`config.mk`:
```
export PLATFORM = sky130hd
export DESIGN_NAME = ask_tx_scheduler
export DESIGN_NICKNAME = d
export VERILOG_FILES = /design/src/rtl/ask_tx_scheduler.sv
export SDC_FILE = /design/constraint.sdc
export NUM_CORES = 1
export LEC_CHECK = 0
export ABC_AREA = 1
export CORE_ASPECT_RATIO = 0.7
export CORE_MARGIN = 4
export CORE_UTILIZATION = 30
export DETAILED_ROUTE_END_ITERATION = 8
export SLEW_MARGIN = 5
export SYNTH_ARGS = -nofsm -noshare
export SYNTH_HDL_FRONTEND = slang
export SYNTH_SLANG_ARGS = --single-unit
```
`constraint.sdc`:
```
create_clock -name clk -period 2.26 [get_ports clk]
set_input_delay 0.226 -clock clk [delete_from_list [all_inputs] [get_ports clk]]
set_output_delay 0.226 -clock clk [all_outputs]
set_load 0.05 [all_outputs]
```
`src/rtl/ask_tx_scheduler.sv`:
```
// ask_tx_scheduler
// Round-robin scheduler that shares one ASK transmitter between NREQ requesters.
// Flow: arbitrate in IDLE, strobe grant/tx_send in SEND, wait in WAIT for a rising
// edge of tx_sent, then hold off for GAP_CYCLES in GAP before the next arbitration.
//
// Parameters:
//   NREQ           number of requesters (2..8)
//   DATA_WIDTH     payload width
//   GAP_CYCLES     idle cycles between frame end and the next arbitration (0 allowed)
//   TIMEOUT_CYCLES WAIT-cycle limit, used only when ASK_SCHED_TIMEOUT_EN is defined
//
// Ports:
//   clk      system clock, posedge
//   reset    synchronous, active-low reset
//   req      level request per requester
//   req_data packed payloads, requester i at [i*DATA_WIDTH +: DATA_WIDTH]
//   grant    one-hot, one-cycle pulse marking the granted requester
//   done     one-hot, one-cycle pulse when the granted frame has completed
//   tx_data  payload to transmitter, captured at arbitration
//   tx_send  one-cycle send strobe to transmitter
//   tx_sent  completion level from transmitter
//   busy     high whenever the scheduler is not IDLE
//   timeout  one-cycle pulse on WAIT abort (tied 0 without ASK_SCHED_TIMEOUT_EN)
//
// Compile-time option: define ASK_SCHED_TIMEOUT_EN to enable the WAIT abort counter.

module ask_tx_scheduler #(
  parameter int NREQ           = 4,
  parameter int DATA_WIDTH     = 8,
  parameter int GAP_CYCLES     = 16,
  parameter int TIMEOUT_CYCLES = 4096
) (
  input  logic                       clk,
  input  logic                       reset,
  input  logic [NREQ-1:0]            req,
  input  logic [NREQ*DATA_WIDTH-1:0] req_data,
  output logic [NREQ-1:0]            grant,
  output logic [NREQ-1:0]            done,
  output logic [DATA_WIDTH-1:0]      tx_data,
  output logic                       tx_send,
  input  logic                       tx_sent,
  output logic                       busy,
  output logic                       timeout
);

  localparam int PtrW = $clog2(NREQ);
  // Candidate index width: ptr + offset reaches at most 2*NREQ-1 before wrapping.
  localparam int CandW = PtrW + 1;
  localparam int GapW  = (GAP_CYCLES > 0) ? $clog2(GAP_CYCLES + 1) : 1;
  localparam logic [GapW-1:0] GapLast = GapW'((GAP_CYCLES > 0) ? GAP_CYCLES - 1 : 0);

  typedef enum logic [1:0] {StIdle, StSend, StWait, StGap} state_e;

  state_e                r_state;
  logic [PtrW-1:0]       r_ptr;
  logic [NREQ-1:0]       r_grant;
  logic [NREQ-1:0]       r_done;
  logic [DATA_WIDTH-1:0] r_tx_data;
  logic                  r_tx_send;
  logic                  r_busy;
  logic                  r_sent_prev;
  logic [GapW-1:0]       r_gap_cnt;

  logic                  w_found;
  logic [PtrW-1:0]       w_win;
  logic [CandW-1:0]      w_cand;
  logic [DATA_WIDTH-1:0] w_win_data;
  logic [NREQ-1:0]       w_ptr_oh;
  logic                  w_sent_rise;

  // Round-robin search starting just after the last winner.
  always_comb begin
    w_found = 1'b0;
    w_win   = r_ptr;
    w_cand  = '0;
    for (int i = 1; i <= NREQ; i++) begin
      w_cand = {1'b0, r_ptr} + CandW'(i);
      if (w_cand >= CandW'(NREQ)) begin
        w_cand = w_cand - CandW'(NREQ);
      end
      if (!w_found && req[w_cand[PtrW-1:0]]) begin
        w_found = 1'b1;
        w_win   = w_cand[PtrW-1:0];
      end
    end
  end

  always_comb begin
    w_win_data = '0;
    for (int i = 0; i < NREQ; i++) begin
      if (w_win == PtrW'(i)) begin
        w_win_data = req_data[i*DATA_WIDTH +: DATA_WIDTH];
      end
    end
  end

  always_comb begin
    w_ptr_oh = '0;
    for (int i = 0; i < NREQ; i++) begin
      w_ptr_oh[i] = (r_ptr == PtrW'(i));
    end
  end

  // Previous level is tracked in every state, so a level already high on WAIT
  // entry never looks like an edge.
  assign w_sent_rise = tx_sent & ~r_sent_prev;

`ifdef ASK_SCHED_TIMEOUT_EN
  localparam int TmoW = $clog2(TIMEOUT_CYCLES + 1);
  localparam logic [TmoW-1:0] TmoLast = TmoW'(TIMEOUT_CYCLES - 1);

  logic [TmoW-1:0] r_tmo_cnt;
  logic            r_timeout;

  always_ff @(posedge clk) begin
    if (!reset) begin
      r_state     <= StIdle;
      r_ptr       <= PtrW'(NREQ - 1);
      r_grant     <= '0;
      r_done      <= '0;
      r_tx_data   <= '0;
      r_tx_send   <= 1'b0;
      r_busy      <= 1'b0;
      r_sent_prev <= 1'b0;
      r_gap_cnt   <= '0;
      r_tmo_cnt   <= '0;
      r_timeout   <= 1'b0;
    end else begin
      r_sent_prev <= tx_sent;
      r_grant     <= '0;
      r_done      <= '0;
      r_tx_send   <= 1'b0;
      r_timeout   <= 1'b0;
      unique case (r_state)
        StIdle: begin
          if (w_found) begin
            r_state   <= StSend;
            r_ptr     <= w_win;
            r_tx_data <= w_win_data;
            r_busy    <= 1'b1;
          end
        end
        StSend: begin
          r_grant   <= w_ptr_oh;
          r_tx_send <= 1'b1;
          r_tmo_cnt <= '0;
          r_state   <= StWait;
        end
        StWait: begin
          if (w_sent_rise || (r_tmo_cnt == TmoLast)) begin
            // A completion edge wins over a simultaneous timeout.
            if (w_sent_rise) begin
              r_done <= w_ptr_oh;
            end else begin
              r_timeout <= 1'b1;
            end
            r_gap_cnt <= '0;
            if (GAP_CYCLES == 0) begin
              r_state <= StIdle;
              r_busy  <= 1'b0;
            end else begin
              r_state <= StGap;
            end
          end else begin
            r_tmo_cnt <= r_tmo_cnt + 1'b1;
          end
        end
        StGap: begin
          if (r_gap_cnt >= GapLast) begin
            r_state   <= StIdle;
            r_busy    <= 1'b0;
            r_gap_cnt <= '0;
          end else begin
            r_gap_cnt <= r_gap_cnt + 1'b1;
          end
        end
        default: r_state <= StIdle;
      endcase
    end
  end

  assign timeout = r_timeout;
`else
  always_ff @(posedge clk) begin
    if (!reset) begin
      r_state     <= StIdle;
      r_ptr       <= PtrW'(NREQ - 1);
      r_grant     <= '0;
      r_done      <= '0;
      r_tx_data   <= '0;
      r_tx_send   <= 1'b0;
      r_busy      <= 1'b0;
      r_sent_prev <= 1'b0;
      r_gap_cnt   <= '0;
    end else begin
      r_sent_prev <= tx_sent;
      r_grant     <= '0;
      r_done      <= '0;
      r_tx_send   <= 1'b0;
      unique case (r_state)
        StIdle: begin
          if (w_found) begin
            r_state   <= StSend;
            r_ptr     <= w_win;
            r_tx_data <= w_win_data;
            r_busy    <= 1'b1;
          end
        end
        StSend: begin
          r_grant   <= w_ptr_oh;
          r_tx_send <= 1'b1;
          r_state   <= StWait;
        end
        StWait: begin
          // Without the abort counter the frame waits indefinitely.
          if (w_sent_rise) begin
            r_done    <= w_ptr_oh;
            r_gap_cnt <= '0;
            if (GAP_CYCLES == 0) begin
              r_state <= StIdle;
              r_busy  <= 1'b0;
            end else begin
              r_state <= StGap;
            end
          end
        end
        StGap: begin
          if (r_gap_cnt >= GapLast) begin
            r_state   <= StIdle;
            r_busy    <= 1'b0;
            r_gap_cnt <= '0;
          end else begin
            r_gap_cnt <= r_gap_cnt + 1'b1;
          end
        end
        default: r_state <= StIdle;
      endcase
    end
  end

  assign timeout = 1'b0;
`endif

  assign grant   = r_grant;
  assign done    = r_done;
  assign tx_data = r_tx_data;
  assign tx_send = r_tx_send;
  assign busy    = r_busy;

endmodule

```
==> summary.txt, run 1 <==
Status
  – Run status: completed

Placed design
  – GP Congestion: a little over 0.8
  – Cells after DPL: 390
  – IO buf count: 56
  – HPWL Detailed: roughly 3600 µm

Global route
  – First-pass GRT wire length: roughly 7400 µm
  – Initial antenna violation count: 0
  – Global Route Usage Sum: 0.122
  – GR Overflow Total: 0
  – Largest net degree at the start of global routing: 18
  – Vias in the first global route: between 1500 and 2000

Detailed routing
  – Final WL: around 4400 µm
  – Iteration-0 DRC Markers: 73
  – # DRC: 0
  – WL per Instance: 11.2 µm
  – Vias per std cell: ~4.4
  – DRT antenna net count: 0
  – DR vias: approximately 1800
  – DRT Pass-1 Iters: 4

Timing
  – Clock skew: between 2 and 2.5 ps
  – Final setup violation count: 0
  – Final Hold Viols: 0
  – FMAX: roughly 0.50 GHz
  – Final worst-path cycle share: 0.886
  – Crit path time final: 2000 ps
  – RSZ-0062 raised after global routing: no
  – Actual slew at the worst max-slew pin: roughly 540 ps
  – Slew HR: 0.637
  – Max Slew Vio Count: 0
  – Setup TNS: 0 ps
  – Hold WS: around 460 ps

Yosys
  – Synth Register Bits: 28
  – Syn nets: ~310
  – Distinct cells, synth: 32
  – Total number of yosys warnings: 0
  – Register area share after synthesis: 0.302
  – Post-synth top area share: 0.302
  – Mapped cell area: approximately 1900 µm²
  – Syn Inst Count: approximately 260
  – Avg Inst Size Synth: ~7.2 µm²
  – Largest cells by area after synthesis: dfxtp_1 (30%), inv_1 (11%), nand2_1 (9.3%)
  – Cell taking the most area after synthesis: dfxtp_1

Clocking
  – Root buffer cell: clkbuf_8
  – CTS HTree Levels: 1
  – CTS tree: done
  – TritonCTS Buffers: 3
  – Clk Latency, worst-skew pair: between 200 and 300 ps
  – CTS max path bufs: 2
  – CTS sink cnt: 28
  – Register clock-pin slew on the reported worst setup and hold paths: approximately 90 ps
  – Post-CTS Setup Bufs: 0
  – Post-CTS resize count: 0
  – Cts hold-fix bufs: 0

Floorplanning
  – Die Wd: between 100 and 150 µm
  – Core area: between 5000 and 6000 µm²
  – IO Pins: between 50 and 60
  – Die area: about 7500 µm²
  – Initial Utilization: 0.317
  – Row cnt: 23
  – Vert. Die Dim: around 74 µm

Setup path
  – Maximum fanout along the worst path: 10
  – Worst Setup Start Kind: flop
  – Worst R2R Setup Slack: ~260 ps
  – Critical path endpoint category: flop
  – Req. time, crit path: ~2500 ps
  – Crit path kind: flop to flop
  – Worst EP arrival: approximately 2200 ps

Layout
  – Share of cells above drive strength 1: 0.163
  – Non-filler cells, final: approximately 400
  – Number of fill cells: 610
  – Antenna diode count: 0
  – P&R area growth vs syn: 37.4%
  – Post-layout nets: 370
  – Util after Layout: 0.436

Power and ir drop
  – Peak supply drop: 638 µV
  – Leakage: ~1.2 nW
  – PD cells: between 1000 and 1500 nW/µm²
  – Power, Total: around 0.0036 W

Flow run
  – Max-cap violations: 0

Hold path
  – Worst Hold Class: flop to flop
critical path, stage by stage, from the launching register on:
cell,delay (ps)
dfxtp_4,370
inv_8,90
ha_2,300
inv_2,80
nand3_1,100
nand2_2,120
nand4_1,180
nand2_4,160
buf_4,210
nand3_1,90
nand2_1,60
inv_1,40
a21oi_1,130
metal layers:
| layer | GRT usage | wire [µm] | vias to the layer above |
|---|---|---|---|
| met3 | 0.0503 | 476 | 4 |
| met5 | 0 | 0 | - |
| met2 | 0.172 | 1780 | 63 |
| met1 | 0.175 | 2140 | 753 |
| li1 | - | - | 930 |
| met4 | 0.0218 | 19 | 0 |
synth_stat cells:
cell	count
a31oi_1	1
buf_4	1
nand3b_1	1
or2_2	5
nand3_2	7
ha_1	11
nor2_1	14
nand4_1	3
dfxtp_1	28
inv_1	52
a21oi_1	16
inv_4	1
buf_6	2
buf_12	2
buf_1	1
nand2_2	5
nor3_1	4
conb_1	1
clkinv_4	1
nor2_2	2
xnor2_1	1
o21ai_0	5
nand2_1	46
o21ai_2	7
o21a_1	1
a22oi_1	1
o21ai_1	8
a21oi_2	2
inv_8	1
nand3_1	22
nand2_4	6
o31a_1	1
worst paths after layout:
check,to,depth (start not counted),start
worst max-delay path,tx_data[0],12,r_ptr[0]
worst min-delay path,busy,2,busy
worst max register to register,tx_data[0],12,r_ptr[0]
worst min register to register,busy,2,busy
cells by family (layout without fill, tap and decap cells):
| logic type | count (synthesis) | count (layout) | synth area share |
|---|---|---|---|
| AO/OA/AOI/OAI | 42 | 42 | 0.137 |
| XOR/XNOR | 1 | 1 | 0.00472 |
| adder cells (fa/ha/maj) | 11 | 11 | 0.0742 |
| buffers and inverters | 61 | 121 | 0.159 |
| flip-flops | 28 | 28 | 0.302 |
| other | 1 | 1 | 0.00202 |
| AND/OR/NAND/NOR | 115 | 115 | 0.321 |
power by group:
group          internal, W  total (W)  switching (W)  leakage, nW
combinational     0.000932    0.00258        0.00165        0.933
clock             0.000156   0.000309       0.000153       0.0288
sequential        0.000619   0.000702      0.0000833        0.230
total              0.00171    0.00360        0.00189         1.19
layout by cell type, fill, tap and decap left out, types with 3 or more instances in the layout:
master,synthesis,routed
clkdlybuf4s50_1,0,56
inv_1,52,51
nand2_1,46,45
dfxtp_1,28,26
nand3_1,22,22
a21oi_1,16,16
nor2_1,14,14
ha_1,11,10
o21ai_1,8,8
nand3_2,7,7
o21ai_2,7,7
nand2_4,6,6
nand2_2,5,6
buf_4,1,6
o21ai_0,5,5
or2_2,5,5
nor3_1,4,4
clkbuf_8,0,4
nand4_1,3,3
area by class of cell:
class                           count  area [µm²]  share of cell area
Clock buffer                        4        55.1              0.0216
Sequential cell                    28         568               0.223
Inverter                           55         221              0.0869
Timing Repair Buffer               62         606               0.238
Multi-Input combinational cell    170        1000               0.394
Tap cell                           75        93.8              0.0368
registers in the layout (all words and copies together), names as in the netlist:
name         cells
r_state          2
r_gap_cnt        5
grant            4
done             4
tx_send          1
r_ptr            2
tx_data          8
r_sent_prev      1
busy             1
metrics by stage:
| stage | worst slack, ps | instance area (µm²) |
|---|---|---|
| 2_1_floorplan | 274 | 1850 |
| 3_3_place_gp | 67.4 | 2480 |
| 3_5_place_dp | 34.9 | 2480 |
| 4_1_cts | 8.99 | 2530 |
| 5_1_grt | 20.8 | 2550 |
| 6_report | 258 | 2550 |
(Power assumes the default switching activity.)
==> run 2, diff against run 1 <==
clock period = 1.8 ns   (was 2.26 ns; I/O delays follow)
==> summary.txt, run 2 (synthesis gave the netlist of run 1 again) <==
Status
  – Run status: complete, but fails checks
  – Violated checks: negative setup slack

Setup path
  – Crit path kind: flop to flop
  – Worst EP arrival: about 2100 ps
  – Worst Setup Start Kind: flop
  – Critical path endpoint category: flop
  – Req. time, crit path: a little under 2000 ps
  – Maximum fanout along the worst path: 8

Power and ir drop
  – PD cells: between 1500 and 2000 nW/µm²
  – Net Sw Power: approximately 0.0028 W
  – Peak supply drop: ~760 µV
  – P_int: 0.00269 W
  – Comb pwr share: 0.752
  – Sw frac: 0.510
  – Clock power share: 0.091
  – Leakage: between 1 and 1.5 nW
  – Reg power frac: 0.157
  – Power, Total: between 0.005 and 0.006 W

Timing
  – Final Hold Viols: 0
  – Hold WS: roughly 460 ps
  – FMAX: 0.531 GHz
  – Crit path time final: about 1900 ps
  – Actual slew at the worst max-slew pin: about 530 ps
  – Slew HR: 0.646
  – Setup TNS: -495 ps
  – Setup ws final: -83.1 ps
  – Clock skew: approximately 6.7 ps
  – RSZ-0062 raised after global routing: yes
  – Final worst-path cycle share: 1.05
  – Max Slew Vio Count: 0
  – Final setup violation count: 7

Hold path
  – Worst Hold Class: flop to flop

Floorplanning
  – Core area: about 5800 µm²
  – Vert. Die Dim: between 70 and 80 µm
  – Row cnt: 23
  – Die area: between 7000 and 8000 µm²
  – Die Wd: approximately 100 µm
  – IO Pins: between 50 and 60
  – Initial Utilization: 0.317

Global route
  – First-pass GRT wire length: roughly 7800 µm
  – Global Route Usage Sum: 0.128
  – Largest net degree at the start of global routing: 18
  – Vias in the first global route: between 1500 and 2000
  – GR Overflow Total: 0
  – Initial antenna violation count: 0

Clocking
  – CTS HTree Levels: 1
  – CTS max path bufs: 2
  – Register clock-pin slew on the reported worst setup and hold paths: 100 ps
  – CTS sink cnt: 28
  – Root buffer cell: clkbuf_8
  – Clk Latency, worst-skew pair: about 280 ps
  – TritonCTS Buffers: 3
  – CTS tree: done

Placed design
  – HPWL Detailed: about 3600 µm
  – GP Congestion: about 0.8
  – Cells after DPL: 397
  – IO buf count: 56

Layout
  – P&R area growth vs syn: 52.5%
  – Non-filler cells, final: about 410
  – Antenna diode count: 0
  – Max reg flops: 8
  – Post-layout nets: ~380
  – Util after Layout: 0.484
  – Share of cells above drive strength 1: 0.243
  – Most common cell after layout, fill and taps aside: clkdlybuf4s50_1
  – Most frequent cells in the layout: clkdlybuf4s50_1 (56), inv_1 (49), nand2_1 (44)

Detailed routing
  – Final WL: 4750 µm
  – DRT antenna net count: 0
  – WL per Instance: 11.6 µm
  – DRT Pass-1 Iters: 4
  – DR vias: 1833
  – Vias per std cell: 4.49
  – # DRC: 0
  – Iteration-0 DRC Markers: 53

Flow run
  – Max-cap violations: 0
==> run 2: changes by cell type in the layout (fill, tap and decap cells not counted), moves of 3 or more <==
cell / delta
nand3_1: -7
nand3_4: +3
nand2_4: +4
nor2_4: +3
nand2_2: -3
nand3_2: +4
buf_4: +11
==> run 2: power groups by stage <==
stage                     Combinational [W]  Sequential, W  Clock, W
after floorplan                     0.00242        0.00121         0
after global placement              0.00346       0.000871         0
after detailed placement            0.00351       0.000872         0
after CTS                           0.00380       0.000862  0.000519
after global routing                0.00454       0.000874  0.000538
final                               0.00412       0.000860  0.000500
==> run 2: layout make-up <==
cell class,instances,area [µm²]
multi-input cells,172,1160
clock buffers,3,41.3
clock inverters,1,30.0
well taps,75,93.8
inverters,55,226
fillers,592,3010
repair buffers,74,708
flip-flops and latches,28,567
==> run 2: layer usage <==
layer / part of all wire / up-vias / global-route usage
li1: - / 969 / -
met1: 0.49 / 796 / 0.176
met2: 0.41 / 64 / 0.194
met3: 0.099 / 4 / 0.0474
met4: 0.0044 / 0 / 0.0218
met5: 0 / - / 0
==> run 2: stage by stage <==
| step | setup slack, ps | instance area [µm²] |
|---|---|---|
| after floorplan | -17.9 | 1880 |
| final | -83.1 | 2830 |
| after global routing | -190 | 2830 |
| after CTS | -43.4 | 2720 |
| after detailed placement | -192 | 2570 |
| after global placement | -122 | 2570 |
==> run 2: path summary, 6_finish.rpt <==
path / startpoint / to / slack, ps / cells after the start
max: r_ptr[1] / tx_data[2] / -80 / 13
min: busy / busy / 460 / 2
max reg2reg: r_ptr[1] / tx_data[2] / -80 / 13
min reg2reg: busy / busy / 460 / 2
==> run 2: worst max-delay path, stage by stage (launching register included) <==
cell      delay [ps]
dfxtp_2          350
inv_2             50
ha_4             260
inv_4             80
nand3_4           80
nand2_4          100
clkinv_4          70
nand4_1          150
buf_4            170
nand2_8           80
nor2_4           170
nand2_1          100
nand3_2           80
a21oi_2           50
==> run 2: repair_timing <==
item,4_1_cts,5_1_grt
pin swaps,7,12
hold buffers,0,0
setup endpoints to repair,8,15
setup buffers,3,2
cloned,1,1
resized for setup,8,20
==> run 3, diff against run 2 <==
PLACE_DENSITY_LB_ADDON = 0.2   (was not set)
==> summary.txt, run 3 (synthesis gave the netlist of run 1 again) <==
Status
  – Run status: complete, but fails checks
  – Violated checks: negative setup slack

Clocking
  – CTS max path bufs: 2
  – Root buffer cell: clkbuf_8
  – CTS HTree Levels: 1
  – Clk Latency, worst-skew pair: 280 ps
  – CTS sink cnt: 28
  – CTS tree: done
  – TritonCTS Buffers: 3
  – Register clock-pin slew on the reported worst setup and hold paths: approximately 100 ps

Setup path
  – Worst R2R Setup Slack: -50 ps
  – RR Endpoint: tx_data[0]
  – Critical path endpoint category: flop
  – Crit Reg-Reg Startpoint: r_ptr[0]
  – Maximum fanout along the worst path: 7
  – Req. time, crit path: roughly 2000 ps
  – Worst EP arrival: just over 2000 ps
  – Crit path kind: flop to flop
  – Worst Setup Start Kind: flop
  – R2R depth: 12

Power and ir drop
  – Peak supply drop: ~800 µV
  – PD cells: about 2000 nW/µm²
  – Power, Total: between 0.005 and 0.006 W
  – Leakage: 1.31 nW

Detailed routing
  – DRT Pass-1 Iters: 4
  – WL met2: roughly 2100 µm
  – Top sig layer: met4
  – Wire length on met3: 392 µm
  – Vias per std cell: 4.39
  – DRT antenna net count: 0
  – # DRC: 0
  – WL per Instance: ~12 µm
  – DR vias: about 1800
  – Iteration-0 DRC Markers: 42
  – Final WL: slightly below 5000 µm
  – Met1 Wirelength: 2360 µm

Layout
  – Max reg flops: 8
  – Most common cell after layout, fill and taps aside: clkdlybuf4s50_1
  – Post-layout nets: a little under 400
  – P&R area growth vs syn: 53.5%
  – Most frequent cells in the layout: clkdlybuf4s50_1 (56), inv_1 (48), nand2_1 (40)
  – Antenna diode count: 0
  – Share of cells above drive strength 1: 0.272

Floorplanning
  – Initial Utilization: 0.317
  – Die area: around 7500 µm²
  – Die Wd: roughly 100 µm
  – Row cnt: 23
  – Core area: 5840 µm²
  – IO Pins: 58
  – Vert. Die Dim: around 74 µm

Timing
  – FMAX: 0.540 GHz
  – Setup TNS: -195 ps
  – Slew HR: 0.635
  – Max Slew Vio Count: 0
  – Final setup violation count: 8
  – Actual slew at the worst max-slew pin: roughly 550 ps
  – Clock skew: about 10 ps
  – Setup ws final: -53.0 ps
  – Final worst-path cycle share: 1.03
  – Crit path time final: between 1500 and 2000 ps
  – Final Hold Viols: 0
  – RSZ-0062 raised after global routing: yes
  – Hold WS: between 400 and 500 ps

Hold path
  – Hold worst-path end: busy
  – WHS Path Cells: 2
  – Worst Hold Class: flop to flop
  – Hold Path Origin: busy

Flow run
  – Max-cap violations: 0

Global route
  – Global Route Usage Sum: 0.126
  – Initial antenna violation count: 0
  – Largest net degree at the start of global routing: 18
  – Vias in the first global route: around 1700
  – GR Overflow Total: 0
  – First-pass GRT wire length: around 7600 µm

Placed design
  – HPWL Detailed: 3620 µm
  – GP Congestion: approximately 0.80
  – IO buf count: 56
## run 3: changes by cell type in the layout (fill, tap and decap cells not counted), sizes merged
cell,previous run,this run
bufinv,1,0
buf,18,20
nand2,59,58
clkbuf,3,4
## run 3: repair_timing
action	in CTS	in global routing
hold buffers	0	0
endpoints found under the setup margin	8	17
gates resized for setup	6	35
cloned	0	1
buffers inserted	2	2
pin swaps	3	15
## run 3: per-layer routing
layer,up-vias,GRT usage
met4,0,0.0218
met5,-,0
met2,48,0.187
met1,782,0.173
li1,960,-
met3,4,0.0522
## run 3: power by group
group	internal [W]	leakage (nW)	switching (W)	total, W
Sequential	0.000774	0.230	0.0000899	0.000864
Clock	0.000196	0.0288	0.000196	0.000391
Combinational	0.00184	1.05	0.00259	0.00443
## run 3: critical path: stages (launching register included)
cell	delay [ps]
dfxtp_4	380
inv_8	30
ha_4	260
inv_4	80
nand3_4	80
nand2_4	90
clkinv_4	70
nand4_1	190
nand2_4	120
nor2_4	210
nand2_1	110
nand3_2	100
a21oi_2	50
## run 3: worst max-delay path by stage
| stage | from | to | slack (ps) |
|---|---|---|---|
| finish | r_ptr[0] | tx_data[0] | -50 |
| global route | r_ptr[0] | tx_data[0] | -180 |
| CTS | r_ptr[1] | tx_data[7] | -2 |
| detailed placement | req[0] | tx_data[6] | -170 |
| global placement | req[0] | tx_data[6] | -150 |
| floorplan | r_ptr[0] | tx_data[4] | -20 |
## run 3: per-stage QoR
stage,instances,area (µm²),setup slack (ps),util
floorplan,259,1880,-17.9,-
global placement,400,2580,-151,0.442
detailed placement,400,2580,-168,0.442
CTS,406,2690,-1.65,0.461
global route,409,2850,-177,0.487
finish,409,2850,-53.0,0.487
## run 3: final cells by class
type                       count  area (µm²)
clock buffer                   4        55.1
fill                         596        3000
inverter                      55         226
multi-input combinational    171        1160
sequential                    28         567
tap                           75        93.8
timing repair buffer          76         742
==> RTL edit 1 (settings of run 1) <==
The 4 states of `state_e` get a one-hot encoding in 4 bits.
--- a/src/rtl/ask_tx_scheduler.sv
+++ b/src/rtl/ask_tx_scheduler.sv
@@ -49,7 +49,7 @@
   localparam int GapW  = (GAP_CYCLES > 0) ? $clog2(GAP_CYCLES + 1) : 1;
   localparam logic [GapW-1:0] GapLast = GapW'((GAP_CYCLES > 0) ? GAP_CYCLES - 1 : 0);
 
-  typedef enum logic [1:0] {StIdle, StSend, StWait, StGap} state_e;
+  typedef enum logic [3:0] {StIdle = 4'b0001, StSend = 4'b0010, StWait = 4'b0100, StGap = 4'b1000} state_e;
 
   state_e                r_state;
   logic [PtrW-1:0]       r_ptr;
Function: same outputs for any inputs over 10 cycles, from zero or initial values and one cycle with reset low; not proved beyond that.
==> RTL edit 1 against run 1 <==
- synthesized area decreased by 8.4%
- sequential power increased by 0.6%
- design area decreased by 3.6%
- clock skew increased by 0.0044 ns
- via count decreased by 2.7%
- core utilization increased by 2.2 points
- sequential cell count increased by 2
- count of clock-buffer cells in the layout increased by 2
- setup slack improved by 0.021 ns
- total power decreased by 6.9%
- wire length decreased by 3.6%
==> RTL edit 1: results (changes against run 1) <==
[cts]
cts-root-buf = clkbuf_8  ; unchanged
cts_buffers = 5  ; was 3
clk_pin_slew_ns = 0.07  ; was 0.09 ns
htree_num_levels = 2  ; was 1

[synth]
syn-num-nets = 298  ; was 309
yosys-top-cells-area = dfxtp_1 (35%), inv_1 (11%), nand2_1 (9.9%), nand3_1 (7.4%), o21ai_0 (4.7%)  ; was dfxtp_1 (30%), inv_1 (11%), nand2_1 (9.3%), ha_1 (7.4%), nand3_1 (5.9%)
yosys.cell_types.count = 31  ; was 32
netlist_instances = 253  ; was 259
synth_flop_cell = dfxtp_1  ; unchanged
synth.yosys.seq_area_share_pct = 35.4  ; was 30.2%
ys_top_cells_by_count = inv_1 (50), nand2_1 (45), dfxtp_1 (30)  ; was inv_1 (52), nand2_1 (46), dfxtp_1 (28)

[sta]
tightestPinTransition_ns = 0.514  ; was 0.543 ns
worst_hold_slack_ns = 0.484  ; was 0.460 ns
finClkSkew_ns = 0.00660  ; was 0.00224 ns

[placement]
preCtsSetupSlack_ns = 0.0971  ; was 0.0349 ns
gp_congestion = 0.803  ; was 0.813
dp_cells = 380  ; was 390
postPlaceCellArea_sq_um = 2340  ; was 2480 sq um
dp_hpwl_mm = 3.30  ; was 3.60 mm
port_buffers = 56  ; unchanged

[setup_path]
r2r_cells = 15  ; was 12
r2r-end = tx_data[6]  ; was tx_data[0]
r2r_start = r_ptr[1]  ; was r_ptr[0]
r2r_slack_ns = 0.28  ; was 0.26 ns
cp.arrival_ns = 2.19  ; was 2.21 ns
critical_path_peak_fanout = 12  ; was 10
cp_slowest_cell = dfxtp_2  ; was dfxtp_4

[pwr]
seq-power_uw = 706  ; was 702 uW
comb-power_mw = 2.19  ; was 2.58 mW
clk-power_uw = 455  ; was 309 uW
power_leakage_nw = 1.12  ; was 1.19 nW
vdd_drop_max_v = 0.000621  ; was 0.000638 V
p_int_mw = 1.69  ; was 1.71 mW

[route]
dr.first_iter.drc_count = 79  ; was 73
vias_per_cell = 4.39  ; was 4.44
first_pass_iters = 4  ; unchanged
drt_wl_total_mm = 4.26  ; was 4.41 mm
vias = 1703  ; was 1,750

[grt]
grt_pass1_wl_mm = 6.94  ; was 7.37 mm
grt_start_max_net_pins = 17  ; was 18
grt_pass1_vias = 1556  ; was 1,606
track_usage_pct = 12.4  ; was 12.2%

[final_layout]
nets = 360  ; was 370
fill_cells = 567  ; was 610
largest_register_ffs = 8  ; unchanged
drive_gt1_share_pct = 11.1  ; was 16.3%
multi_input_area_sq_um = 853  ; was 1000 sq um

[run_status]
outcome = finished, final reports clean  ; unchanged

-- RTL edit 1: cell types whose count changed after synthesis, moves of 3 or more --
cell | before | now
o21ai_1 | 8 | 4
nand3_2 | 7 | 3
or2_2 | 5 | 1
o21ai_0 | 5 | 16
inv_2 | 0 | 4
o21ai_2 | 7 | 0
nand2_4 | 6 | 0
nand3_1 | 22 | 25
ha_1 | 11 | 6
or2_0 | 0 | 3
-- RTL edit 1: cell families after synthesis --
kind of cell,after synthesis,share of synthesized area [%]
AND/OR/NAND/NOR,115,32.2
flip-flops,30,35.4
other,1,0.221
adder cells (fa/ha/maj),6,4.42
AO/OA/AOI/OAI,39,12.4
buffers and inverters,62,15.4
-- RTL edit 1: how the worst max path moves through the flow --
| stage | startpoint | endpoint | slack [ns] |
|---|---|---|---|
| 2_1_floorplan | r_ptr[0] | tx_data[0] | 0.28 |
| 3_3_place_gp | r_ptr[1] | tx_data[7] | 0.19 |
| 6_report | r_ptr[1] | tx_data[6] | 0.28 |
| 5_1_grt | r_ptr[1] | tx_data[5] | 0.07 |
| 4_1_cts | r_ptr[1] | tx_data[0] | 0.09 |
| 3_5_place_dp | r_ptr[1] | tx_data[1] | 0.1 |
-- RTL edit 1: routing by layer --
metal | wire length (microns) | GRT usage [%] | up-vias
met1 | 2130 | 16.6 | 724
met5 | 0 | 0 | -
met3 | 402 | 5.71 | 5
met4 | 63 | 5.53 | 0
li1 | - | - | 920
met2 | 1660 | 16.9 | 54
-- RTL edit 1: area by class of cell --
class                      count  area share, %
clock buffer                   6           3.36
clock inverter                 2          0.509
inverter                      54           8.25
multi-input combinational    161           34.7
sequential                    30           24.5
tap                           72           3.67
timing repair buffer          63           25.0
-- RTL edit 1: what timing repair did --
item	CTS	global route
hold buffers	0	0
gates resized for setup	0	4
setup buffers	0	0
endpoints found under the setup margin	0	8
==> RTL edit 2 (flow settings as in run 1) <==
Without the edit above. The parameter `GAP_CYCLES` goes from 16 to 32.
--- a/src/rtl/ask_tx_scheduler.sv
+++ b/src/rtl/ask_tx_scheduler.sv
@@ -27,7 +27,7 @@
 module ask_tx_scheduler #(
   parameter int NREQ           = 4,
   parameter int DATA_WIDTH     = 8,
-  parameter int GAP_CYCLES     = 16,
+  parameter int GAP_CYCLES     = 32,
   parameter int TIMEOUT_CYCLES = 4096
 ) (
   input  logic                       clk,
Function: same outputs for any inputs over 10 cycles, from zero or initial values and one cycle with reset low; that may be too few to reach the edited logic, so the function may still have changed.
==> RTL edit 2 against run 1 <==
- synthesized area decreased by 4.4%
- wire length decreased by 2.5%
- setup slack got worse by 0.026 ns
- sequential share of layout area increased by 0.89 points
- sequential power increased by 2%
- maximum frequency decreased by 1.3%
- global-route usage increased by 0.26 points
- clock power increased by 28%
- total power decreased by 1.1%
- highest routed layer unchanged
- design area decreased by 1.5%
- sequential cell count increased by 1
==> RTL edit 2: results (changes against run 1) <==
[run_status]
outcome = finished, final reports clean  ; unchanged

[route]
wl_met3_microns = 369  ; was 476 microns
vias_per_cell = 4.33  ; was 4.44
drt_wl_total_mm = 4.30  ; was 4.41 mm
wl_met2_mm = 1.65  ; was 1.78 mm
dr.first_iter.drc_count = 66  ; was 73
first_pass_iters = 6  ; was 4
vias = 1692  ; was 1,750

[placement]
postPlaceCellArea_sq_um = 2410  ; was 2480 sq um
gp_congestion = 0.838  ; was 0.813
dp_hpwl_mm = 3.42  ; was 3.60 mm
dp_cells = 383  ; was 390

[grt]
grt_pass1_wl_mm = 7.29  ; was 7.37 mm
track_usage_pct = 12.5  ; was 12.2%
busiest_layer = met2  ; was met1
met3_usage_pct = 4.51  ; was 5.03%
use_met2_pct = 18.0  ; was 17.2%

[setup_path]
critical_path_peak_fanout = 16  ; was 10
cp.arrival_ns = 2.19  ; was 2.21 ns
r2r_start = r_ptr[1]  ; was r_ptr[0]
r2r_slack_ns = 0.23  ; was 0.26 ns
r2r_cells = 13  ; was 12

[pwr]
sw_frac_of_total_pct = 52.1  ; was 52.5%
comb-power_mw = 2.44  ; was 2.58 mW
clkPwrFrac_pct = 11.1  ; was 8.6%
power_leakage_nw = 1.17  ; was 1.19 nW

[sta]
finClkSkew_ns = 0.00552  ; was 0.00224 ns
max_slew_margin_pct = 64.7  ; was 63.7%

[final_layout]
drive_gt1_share_pct = 13.0  ; was 16.3%

[cts]
htree_num_levels = 2  ; was 1
cts_buffers = 5  ; was 3

[synth]
yosys-top-cells-area = dfxtp_1 (33%), inv_1 (10%), nand2_1 (9.5%), ha_1 (7.1%), nand3_1 (6.5%)  ; was dfxtp_1 (30%), inv_1 (11%), nand2_1 (9.3%), ha_1 (7.4%), nand3_1 (5.9%)
syn-num-nets = 302  ; was 309
yosys.cell_types.count = 30  ; was 32
synth.avg_cell_area_sq_um = 7.01  ; was 7.16 sq um
netlist_area_sq_um = 1770  ; was 1850 sq um

==> RTL edit 2: cell types whose count changed in the layout (fill, tap and decap cells not counted), moves of 2 or more <==
cell / change
buf_4: -2
clkbuf_1: +3
dfxtp_1: +2
dfxtp_4: -2
inv_1: -4
inv_2: +2
nand2_4: -3
nand3_2: -2
nor2_1: +3
o21ai_0: +7
o21ai_1: -3
o21ai_2: -4
==> RTL edit 2: layout make-up <==
type,instances,area [sq um],share of cell area (%)
repair buffers,60,591,23.5
multi-input cells,169,975,38.9
clock buffers,8,80.1,3.19
flip-flops and latches,29,582,23.2
inverters,50,188,7.48
well taps,75,93.8,3.74
==> RTL edit 2: kinds of logic after synthesis <==
logic type | share of synthesized area, %
AND/OR/NAND/NOR | 34.2
adder cells (fa/ha/maj) | 7.06
buffers and inverters | 13.1
AO/OA/AOI/OAI | 12.1
other | 0.212
XOR/XNOR | 0.494
flip-flops | 32.7
==> RTL edit 2: per-stage QoR <==
step                      hold WS, ns  util, %  setup WS (ns)  total power, mW
final                           0.466     43.8          0.232             3.56
after detailed placement        0.448     42.1         0.0555             3.14
after global placement          0.445     42.1          0.176             3.11
after floorplan                 0.337        -          0.228             2.69
after CTS                       0.468     43.5         0.0449             3.55
after global routing            0.487     43.8         0.0190             3.90
==> RTL edit 2: tightest hold or removal path: cells and delay by family, from the launching register on <==
family          cells  cell delay, ns
compound gates      1            0.06
flops               1            0.31
buf+inv             1            0.05
==> RTL edit 2: how the worst max path moves through the flow <==
stage / cells past startpoint / from / to
finish: 13 / r_ptr[1] / tx_data[4]
global route: 13 / r_ptr[1] / tx_data[7]
CTS: 13 / r_ptr[1] / tx_data[5]
detailed placement: 13 / r_ptr[1] / tx_data[5]
global placement: 13 / r_ptr[1] / tx_data[7]
floorplan: 12 / r_ptr[0] / tx_data[6]
